$ cat config.mk
export PLATFORM = sky130hd
export DESIGN_NAME = hdmi_src_arbiter
export DESIGN_NICKNAME = d
export VERILOG_FILES = /design/src/rtl/hdmi_src_arbiter.sv
export SDC_FILE = /design/constraint.sdc
export NUM_CORES = 1
export LEC_CHECK = 0
export ABC_AREA = 1
export CAP_MARGIN = 10
export CELL_PAD_IN_SITES_DETAIL_PLACEMENT = 0
export CELL_PAD_IN_SITES_GLOBAL_PLACEMENT = 1
export CORE_MARGIN = 10
export CORE_UTILIZATION = 39
export CTS_CLUSTER_DIAMETER = 50
export DETAILED_ROUTE_END_ITERATION = 16
export PLACE_DENSITY = 0.8
export REMOVE_ABC_BUFFERS = 1
export SYNTH_ARGS = -nofsm -noshare
export SYNTH_HDL_FRONTEND = slang
export SYNTH_SLANG_ARGS = --single-unit
$ cat constraint.sdc
create_clock -name pclk -period 1.9 [get_ports pclk]
set_input_delay 0.285 -clock pclk [delete_from_list [all_inputs] [get_ports pclk]]
set_output_delay 0.285 -clock pclk [all_outputs]
set_load 0.01 [all_outputs]
$ cat src/rtl/hdmi_src_arbiter.sv
// Two-input HDMI source arbiter: per-input vsync presence detection, auto/manual
// source selection, and frame-aligned switching with mute during the changeover.
module hdmi_src_arbiter #(
  parameter int TIMEOUT       = 2000000,
  parameter int STABLE_FRAMES = 4,
  parameter int SETTLE_FRAMES = 2
) (
  input  logic       pclk,
  input  logic       rst,
  input  logic       rdy0,
  input  logic       rdy1,
  input  logic       vsync0,
  input  logic       vsync1,
  input  logic       out_vsync,
  input  logic       mode,
  input  logic       man_sel,
  output logic       sel,
  output logic       mute,
  output logic       valid0,
  output logic       valid1,
  output logic [7:0] switch_cnt
);

  localparam int CW = $clog2(TIMEOUT + 1);
  localparam int FW = $clog2(STABLE_FRAMES + 1);
  localparam int SW = $clog2(SETTLE_FRAMES + 1);

  localparam logic [CW-1:0] CYC_MAX  = CW'(TIMEOUT);
  localparam logic [FW-1:0] FRM_MAX  = FW'(STABLE_FRAMES);
  localparam logic [SW-1:0] SET_LAST = SW'(SETTLE_FRAMES - 1);

  typedef enum logic [1:0] {
    IDLE      = 2'd0,
    ACTIVE    = 2'd1,
    WAIT_EDGE = 2'd2,
    SETTLE    = 2'd3
  } state_t;

  logic [1:0]    rdy_in, vs_in;
  logic [1:0]    vs_q, vs_d;
  logic [1:0]    vld_q, vld_d;
  logic [1:0]    rise, loss, valid;
  logic [CW-1:0] cyc_q [2];
  logic [CW-1:0] cyc_d [2];
  logic [FW-1:0] frm_q [2];
  logic [FW-1:0] frm_d [2];

  state_t        state_q, state_d;
  logic          sel_q, sel_d;
  logic          pend_q, pend_d;
  logic          mute_q, mute_d;
  logic [7:0]    cnt_q, cnt_d;
  logic [SW-1:0] set_q, set_d;
  logic          ov_q, ov_d;
  logic          ov_rise;

  logic          ref_sel;
  logic          tgt_vld;
  logic          tgt;

  // Presence detectors: loss (timeout or decoder not ready) masks valid immediately
  always_comb begin
    rdy_in = {rdy1, rdy0};
    vs_in  = {vsync1, vsync0};
    vs_d   = vs_in;
    rise   = '0;
    loss   = '0;
    valid  = '0;
    vld_d  = '0;
    for (int i = 0; i < 2; i++) begin
      rise[i]  = vs_in[i] & ~vs_q[i];
      loss[i]  = (cyc_q[i] == CYC_MAX) | ~rdy_in[i];
      cyc_d[i] = cyc_q[i];
      if (rise[i]) begin
        cyc_d[i] = '0;
      end else if (cyc_q[i] != CYC_MAX) begin
        cyc_d[i] = cyc_q[i] + CW'(1);
      end
      frm_d[i] = frm_q[i];
      if (loss[i]) begin
        frm_d[i] = '0;
      end else if (rise[i] && (frm_q[i] != FRM_MAX)) begin
        frm_d[i] = frm_q[i] + FW'(1);
      end
      vld_d[i] = ~loss[i] & (frm_d[i] == FRM_MAX);
      valid[i] = vld_q[i] & ~loss[i];
    end
  end

  // Auto mode holds whichever input is current; in IDLE input 0 wins a tie
  always_comb begin
    case (state_q)
      IDLE:    ref_sel = 1'b0;
      ACTIVE:  ref_sel = sel_q;
      default: ref_sel = pend_q;
    endcase
    tgt_vld = 1'b0;
    tgt     = ref_sel;
    if (!mode) begin
      if (valid[ref_sel]) begin
        tgt_vld = 1'b1;
        tgt     = ref_sel;
      end else if (valid[~ref_sel]) begin
        tgt_vld = 1'b1;
        tgt     = ~ref_sel;
      end
    end else if (valid[man_sel]) begin
      tgt_vld = 1'b1;
      tgt     = man_sel;
    end
  end

  assign ov_d    = out_vsync;
  assign ov_rise = out_vsync & ~ov_q;

  always_comb begin
    state_d = state_q;
    sel_d   = sel_q;
    pend_d  = pend_q;
    mute_d  = mute_q;
    cnt_d   = cnt_q;
    set_d   = set_q;
    case (state_q)
      IDLE: begin
        mute_d = 1'b1;
        if (tgt_vld) begin
          pend_d  = tgt;
          state_d = WAIT_EDGE;
        end
      end
      ACTIVE: begin
        mute_d = 1'b0;
        if (!tgt_vld) begin
          mute_d  = 1'b1;
          state_d = IDLE;
        end else if (tgt != sel_q) begin
          pend_d  = tgt;
          mute_d  = 1'b1;
          state_d = WAIT_EDGE;
        end
      end
      WAIT_EDGE: begin
        mute_d = 1'b1;
        if (!tgt_vld) begin
          state_d = IDLE;
        end else if (tgt != pend_q) begin
          pend_d = tgt;
        end else if (ov_rise) begin
          sel_d = pend_q;
          if (pend_q != sel_q) begin
            cnt_d = cnt_q + 8'd1;
          end
          set_d   = '0;
          state_d = SETTLE;
        end
      end
      SETTLE: begin
        mute_d = 1'b1;
        if (!tgt_vld) begin
          state_d = IDLE;
        end else if (tgt != sel_q) begin
          pend_d  = tgt;
          state_d = WAIT_EDGE;
        end else if (ov_rise) begin
          if (set_q == SET_LAST) begin
            mute_d  = 1'b0;
            state_d = ACTIVE;
          end else begin
            set_d = set_q + SW'(1);
          end
        end
      end
      default: begin
        mute_d  = 1'b1;
        state_d = IDLE;
      end
    endcase
  end

  always_ff @(posedge pclk) begin
    if (rst) begin
      vs_q    <= '0;
      vld_q   <= '0;
      for (int i = 0; i < 2; i++) begin
        cyc_q[i] <= '0;
        frm_q[i] <= '0;
      end
      state_q <= IDLE;
      sel_q   <= 1'b0;
      pend_q  <= 1'b0;
      mute_q  <= 1'b1;
      cnt_q   <= '0;
      set_q   <= '0;
      ov_q    <= 1'b0;
    end else begin
      vs_q    <= vs_d;
      vld_q   <= vld_d;
      for (int i = 0; i < 2; i++) begin
        cyc_q[i] <= cyc_d[i];
        frm_q[i] <= frm_d[i];
      end
      state_q <= state_d;
      sel_q   <= sel_d;
      pend_q  <= pend_d;
      mute_q  <= mute_d;
      cnt_q   <= cnt_d;
      set_q   <= set_d;
      ov_q    <= ov_d;
    end
  end

  assign sel        = sel_q;
  assign mute       = mute_q;
  assign valid0     = valid[0];
  assign valid1     = valid[1];
  assign switch_cnt = cnt_q;

endmodule
==> results of run 1 <==
-- power by group --
group / internal, mW / leakage, nW / switching [mW]
registers: 1.45 / 0.554 / 0.0231
clock network: 0.582 / 0.0937 / 0.521
logic: 0.190 / 1.30 / 0.248
-- routing by layer --
layer / vias to the layer above / share of wire [%]
met3: 9 / 2.8
met2: 32 / 48
li1: 1822 / -
met4: 0 / 1.1
met5: - / 0
met1: 1545 / 48
-- cells in the mapped netlist, types with 4 or more instances --
| library cell | number |
|---|---|
| nand3_1 | 27 |
| nand4_1 | 9 |
| xor2_1 | 7 |
| ha_1 | 10 |
| inv_1 | 70 |
| nor2_1 | 56 |
| a21oi_1 | 49 |
| nor3_1 | 18 |
| o21ai_0 | 19 |
| or2_2 | 6 |
| nand2_2 | 9 |
| inv_2 | 5 |
| xnor2_1 | 4 |
| clkbuf_1 | 5 |
| dfxtp_1 | 68 |
| nor2_2 | 5 |
| nand2_1 | 101 |
-- registers in the layout (all words and copies together) (netlist names), 2 cells and up --
name	cells
frm_q	6
state_q	2
vld_q	2
vs_q	2
switch_cnt	8
set_q	2
cyc_q	42
-- layout make-up --
class | instances | area share [%]
clock buffers | 15 | 3.60
flip-flops and latches | 68 | 28.1
well taps | 108 | 2.76
repair buffers | 87 | 14.6
inverters | 77 | 5.90
multi-input cells | 354 | 45.0
clock inverters | 1 | 0.102
-- repair_timing --
item,4_1_cts,5_1_grt
gates resized for setup,37,64
setup endpoints to repair,18,31
pin swaps,22,19
buffers inserted,12,6
-- placed cells by master, fill, tap and decap left out, types with 3 or more instances in the layout --
master / n
inv_2: 13
nor3_1: 15
ha_4: 3
nand3_1: 17
clkdlybuf4s50_1: 18
xnor2_1: 4
nor2_2: 8
nand3_2: 7
nor2_4: 9
inv_1: 62
dfxtp_1: 59
a21oi_1: 45
nand4_1: 9
a21oi_2: 5
nand2_4: 6
o21ai_0: 16
dfxtp_2: 7
clkbuf_1: 3
nand2_2: 15
xor2_1: 7
buf_6: 4
nand2_1: 90
buf_4: 63
ha_1: 7
clkbuf_8: 12
o21ai_1: 5
or2_2: 6
nor2_1: 47
nand3_4: 7
nor3_4: 7
-- logic make-up after synthesis --
| kind of cell | share of synthesized area (%) |
|---|---|
| adder cells (fa/ha/maj) | 3.50 |
| flip-flops | 38.1 |
| XOR/XNOR | 2.70 |
| AO/OA/AOI/OAI | 12.1 |
| AND/OR/NAND/NOR | 34.5 |
| buffers and inverters | 9.07 |
-- path summary, 6_finish.rpt --
check                       startpoint  slack (ns)  depth (start not counted)                         end
max reg2reg  cyc_q[0][21]$_SDFFE_PP0N_       -0.06                         15  switch_cnt[0]$_SDFFE_PP0P_
min              set_q[1]$_SDFFE_PP0P_        0.47                          2       set_q[1]$_SDFFE_PP0P_
max          cyc_q[0][21]$_SDFFE_PP0N_       -0.06                         15  switch_cnt[0]$_SDFFE_PP0P_
min reg2reg      set_q[1]$_SDFFE_PP0P_        0.47                          2       set_q[1]$_SDFFE_PP0P_
-- through the flow --
step	utilization (%)	hold WS, ns	std cells	setup slack, ns
finish	55.7	0.467	710	-0.0627
global route	55.7	0.486	710	-0.212
CTS	52.6	0.468	705	-0.0347
detailed placement	48.3	0.456	677	-0.117
global placement	48.3	0.442	677	-0.0505
floorplan	-	0.354	499	-0.0687
-- worst max-delay path: stages, from the launching register on --
cell and delay, ns:
dfxtp_2 0.33, inv_2 0.07, ha_4 0.14, nand2_4 0.06
nor3_4 0.16, nand3_4 0.13, nand4_1 0.11, nand2_2 0.09
nand2_2 0.09, nand2_2 0.07, nand2_2 0.07, nand2_2 0.06
nor2_4 0.17, buf_6 0.16, nand3b_1 0.07, a21oi_1 0.11
==> impl_metrics.yaml, run 1 <==
cells_and_area:
  regArea_um2: 1380
  finish.instance_area_um2: 4900
  antenna_cells: 0
  synthToLayoutAreaGrowth_pct: 37.2
  drive_above_1_share_pct: 30.4
  nNetsFinal: 616
  n_fill_cell: 856
  multi_input_area_um2: 2200
timing:
  rsz0062_at_grt: "true"
  tns_ns: -0.467
  drv_slew: 0
  hold_viol: 0
  period_share_pct: 103
  fmax_mhz: 510
  skew_ns: 0.00994
  worst_slack_ns: -0.0627
  finalCriticalPeriod_ns: 1.96
  worstMarginPinSlew_ns: 0.356
  setup_violations: 10
  slew_headroom_pct: 76.1
outcome:
  status: "finished with violations"
  violations: "setup timing"
die:
  fp.dieH_um: 116
  die_w_um: 116
  ios: 21
  fp.dieArea_um2: 13400
  core_area_um2: 8810
  rows: 34
  initial_utilization_pct: 40.6
routing:
  via_per_inst: 4.80
  drt-total-wl_um: 8430
  first_pass_iters: 4
  route.vias.total: 3408
  dr.first_iter.drc_count: 149
  drc: 0
  wire_per_inst_um: 11.9
  ant_nets: 0
logic_synthesis:
  netlist.area_leader.share_pct: 38.1
  synthesis.area_um2: 3570
  ys_seq_area_share_pct: 38.1
  synth_edf_count: 0
  synth.avg_cell_area_um2: 7.06
  synthCells: 506
  synth_flop_cell: "dfxtp_1"
  yosys_warnings: 0
  synth.ff_latch_count: 68
  synthArstFlopShare_pct: 0
  synth_largest_area_cell: "dfxtp_1"
  yosys-top-cells-area: "dfxtp_1 (38%), nand2_1 (11%), inv_1 (7.4%)"
  synth.distinct_cells: 40
worst_setup_path:
  end_kind: "flip-flop"
  critPathKind: "flip-flop to flip-flop"
  cp-start-kind: "flip-flop"
  worst-path-max-fanout: 7
  required_ns: 2.17
  cp.arrival_ns: 2.23
global_routing:
  grt.overflow.total: 0
  antenna_found_initial: 0
  grt_max_degree: 15
  met2_usage_pct: 20.9
  use_met3_pct: 3.10
  grt_most_used_layer: "met2"
  use_met1_pct: 16.6
  grt_pass1_vias: 3244
  grtUsageTotal_pct: 12.9
  grt_pass1_wl_um: 14400
place:
  placed_cell_area_um2: 4250
  place_congestion: 0.868
  port_buffers: 20
  hpwl_um: 6090
pwr:
  p_total_mw: 3.02
  irDropWorstVdd_mv: 0.374
  power_density_nw_per_um2: 616
  p_leak_nw: 1.94
clocking:
  cts_sinks: 68
  clock_latency_ns: 0.34
  h-tree-depth: 3
  ctsRootBufferMaster: "clkbuf_8"
  cts_max_path_buffers: 2
  clk_pin_slew_worst_paths_ns: 0.07
  numCtsBuffers: 9
  cts_hold_buffers: 0
  cts_tree: "done"
hold_path:
  hp-class: "flip-flop to flip-flop"
run:
  maxCapViolCount: 0
No activity file was read; power rests on OpenSTA's default activity.
==> inputs of run 2 (changes only) <==
Settings changed: CORE_MARGIN 10 to 1.
==> run 2 against run 1 <==
The flow finishes with violations (DRC, setup timing). Clock skew is essentially flat. Largest cell class unchanged. Critical path type unchanged. Clock-buffer cell count fell by 5. Largest power group unchanged. Sequential power barely moved. Final area shrank 1.8%. Clock power increased by 10%. Hold slack worse by 0.0042 ns. Core utilization fell by 1.0 points. Non-clock buffer count shrank 8. Critical path depth unchanged. Final cell count down 1.1%. Fmax is 0.57% lower. Register-to-register slack is essentially flat.
==> impl_metrics.yaml, run 2 (synthesis gave the netlist of run 1 again) <==
run:
  maxCapViolCount: 0
clocking:
  clock_latency_ns: 0.34
  cts_tree: "done"
  numCtsBuffers: 9
  ctsRootBufferMaster: "clkbuf_8"
  h-tree-depth: 3
  clk_pin_slew_worst_paths_ns: 0.08
  cts_sinks: 68
  cts_hold_buffers: 0
  cts_max_path_buffers: 2
cells_and_area:
  nNetsFinal: 608
  drive_above_1_share_pct: 30.1
  layout_common_cells: "nand2_1 (88), inv_1 (64), dfxtp_1 (59), buf_4 (57), nor2_1 (45)"
  synthToLayoutAreaGrowth_pct: 34.7
  antenna_cells: 0
  n_fill_cell: 830
  largest_reg_flops: 42
  final_common_cell: "nand2_1"
  largest_register: "cyc_q"
  layout.cells.non_filler: 702
  fin_util_pct: 54.6
die:
  fp.dieArea_um2: 9550
  fp.dieH_um: 97.7
  ios: 21
  rows: 34
  core_area_um2: 8810
  initial_utilization_pct: 40.6
  die_w_um: 97.7
timing:
  period_share_pct: 104
  drv_slew: 0
  skew_ns: 0.00980
  fmax_mhz: 507
  hold_viol: 0
  setup_violations: 10
  finalCriticalPeriod_ns: 1.97
  slew_headroom_pct: 75.0
  worst_slack_ns: -0.0740
  rsz0062_at_grt: "true"
  worstMarginPinSlew_ns: 0.372
  tns_ns: -0.440
routing:
  top_layer: "met4"
  met3WireLength_um: 168
  met1_length_um: 3990
  drc: 2
  via_per_inst: 4.80
  dr.first_iter.drc_count: 87
  wire_per_inst_um: 11.4
  drt-total-wl_um: 8020
  ant_nets: 0
  first_pass_iters: 10
  routed-wl-met2_um: 3740
  route.vias.total: 3368
place:
  place_congestion: 0.776
  hpwl_um: 5790
  port_buffers: 20
  place_inst: 674
pwr:
  p_leak_nw: 1.86
  irDropWorstVdd_mv: 0.315
  power_density_nw_per_um2: 649
  p_total_mw: 3.12
worst_setup_path:
  r2r-start: "cyc_q[0][21]$_SDFFE_PP0N_"
  ff2ff_path_depth: 15
  cp.arrival_ns: 2.25
  crit_path_top_delay_cell: "dfxtp_2"
  critPathKind: "flip-flop to flip-flop"
  cpPeakStageDelay_ns: 0.33
  cp-start-kind: "flip-flop"
  crit_chain: "inv_2 > ha_4 > nand2_2 > nor3_4 > nand3_4 > nand4_4 > nand2_2 > nand2_4 > nand2_4 > nand2_2 > nand2_4 > nor2_4 > buf_6 > nand3b_1 > a21oi_1"
  required_ns: 2.18
  worst-path-max-fanout: 7
  reg2reg_slack_ns: -0.07
  path_buf_inv: 2
  r2r-end: "switch_cnt[0]$_SDFFE_PP0P_"
  end_kind: "flip-flop"
  crit_family: "simple AND/OR/NAND/NOR gates"
outcome:
  status: "finished with violations"
  violations: "DRC, setup timing"
hold_path:
  whs_endpoint: "set_q[1]$_SDFFE_PP0P_"
  hp-class: "flip-flop to flip-flop"
  hp-start: "set_q[1]$_SDFFE_PP0P_"
  hold_depth: 2
global_routing:
  grt_pass1_vias: 3087
  grt_pass1_wl_um: 13500
  antenna_found_initial: 0
  grt.overflow.total: 0
  grt_max_degree: 15
  grtUsageTotal_pct: 17.3
-- run 2: changes by cell type in the layout (fill, tap and decap cells not counted), sizes merged --
cell / delta
clkbuf: -4
bufinv: +1
clkinvlp: +2
clkinv: +2
buf: -9
-- run 2: cell type report --
cell class / instances / area [µm²] / area share [%]
Tap cell: 108 / 135 / 2.81
Multi-Input combinational cell: 354 / 2160 / 45.0
Clock buffer: 10 / 138 / 2.86
Clock inverter: 6 / 63.8 / 1.33
Sequential cell: 68 / 1380 / 28.6
Inverter: 77 / 289 / 6.01
Timing Repair Buffer: 79 / 647 / 13.4
-- run 2: routing by layer --
layer	vias up	track usage, %
met5	-	0
met1	1520	23.0
met2	37	28.0
li1	1800	-
met3	11	3.24
met4	0	6.18
-- run 2: how the worst max path moves through the flow --
| stage | startpoint | to | depth (start not counted) |
|---|---|---|---|
| 2_1_floorplan | cyc_q[0][0]$_SDFFE_PP0N_ | switch_cnt[2]$_SDFFE_PP0P_ | 14 |
| 3_3_place_gp | man_sel | switch_cnt[2]$_SDFFE_PP0P_ | 12 |
| 3_5_place_dp | man_sel | switch_cnt[7]$_SDFFE_PP0P_ | 12 |
| 4_1_cts | cyc_q[0][21]$_SDFFE_PP0N_ | switch_cnt[0]$_SDFFE_PP0P_ | 15 |
| 5_1_grt | cyc_q[0][21]$_SDFFE_PP0N_ | switch_cnt[0]$_SDFFE_PP0P_ | 15 |
| 6_report | cyc_q[0][21]$_SDFFE_PP0N_ | switch_cnt[0]$_SDFFE_PP0P_ | 15 |
-- run 2: repair_timing --
item / in CTS / in global routing
endpoints found under the hold margin: 0 / 0
pin swaps: 8 / 7
setup buffers: 5 / 7
gates resized for setup: 28 / 64
endpoints found under the setup margin: 19 / 25
-- run 2: worst reg2reg max path, cell delays in order (launching register included) --
cell,delay (ns)
dfxtp_2,0.33
inv_2,0.07
ha_4,0.14
nand2_2,0.06
nor3_4,0.14
nand3_4,0.12
nand4_4,0.10
nand2_2,0.12
nand2_4,0.11
nand2_4,0.05
nand2_2,0.08
nand2_4,0.05
nor2_4,0.17
buf_6,0.16
nand3b_1,0.08
a21oi_1,0.14
-- run 2: where the power goes --
| part | total, mW | internal, mW | switching [mW] |
|---|---|---|---|
| combinational | 0.439 | 0.185 | 0.253 |
| sequential | 1.48 | 1.45 | 0.0216 |
| clock | 1.21 | 0.639 | 0.568 |
| total | 3.12 | 2.28 | 0.843 |
-- run 2: metrics by stage --
step                area (µm²)  setup WS, ns  hold slack (ns)
finish                    4810       -0.0740            0.463
global route              4810        -0.178            0.489
CTS                       4550       -0.0348            0.468
detailed placement        4230        -0.113            0.457
global placement          4230       -0.0608            0.442
floorplan                 3540       -0.0687            0.354
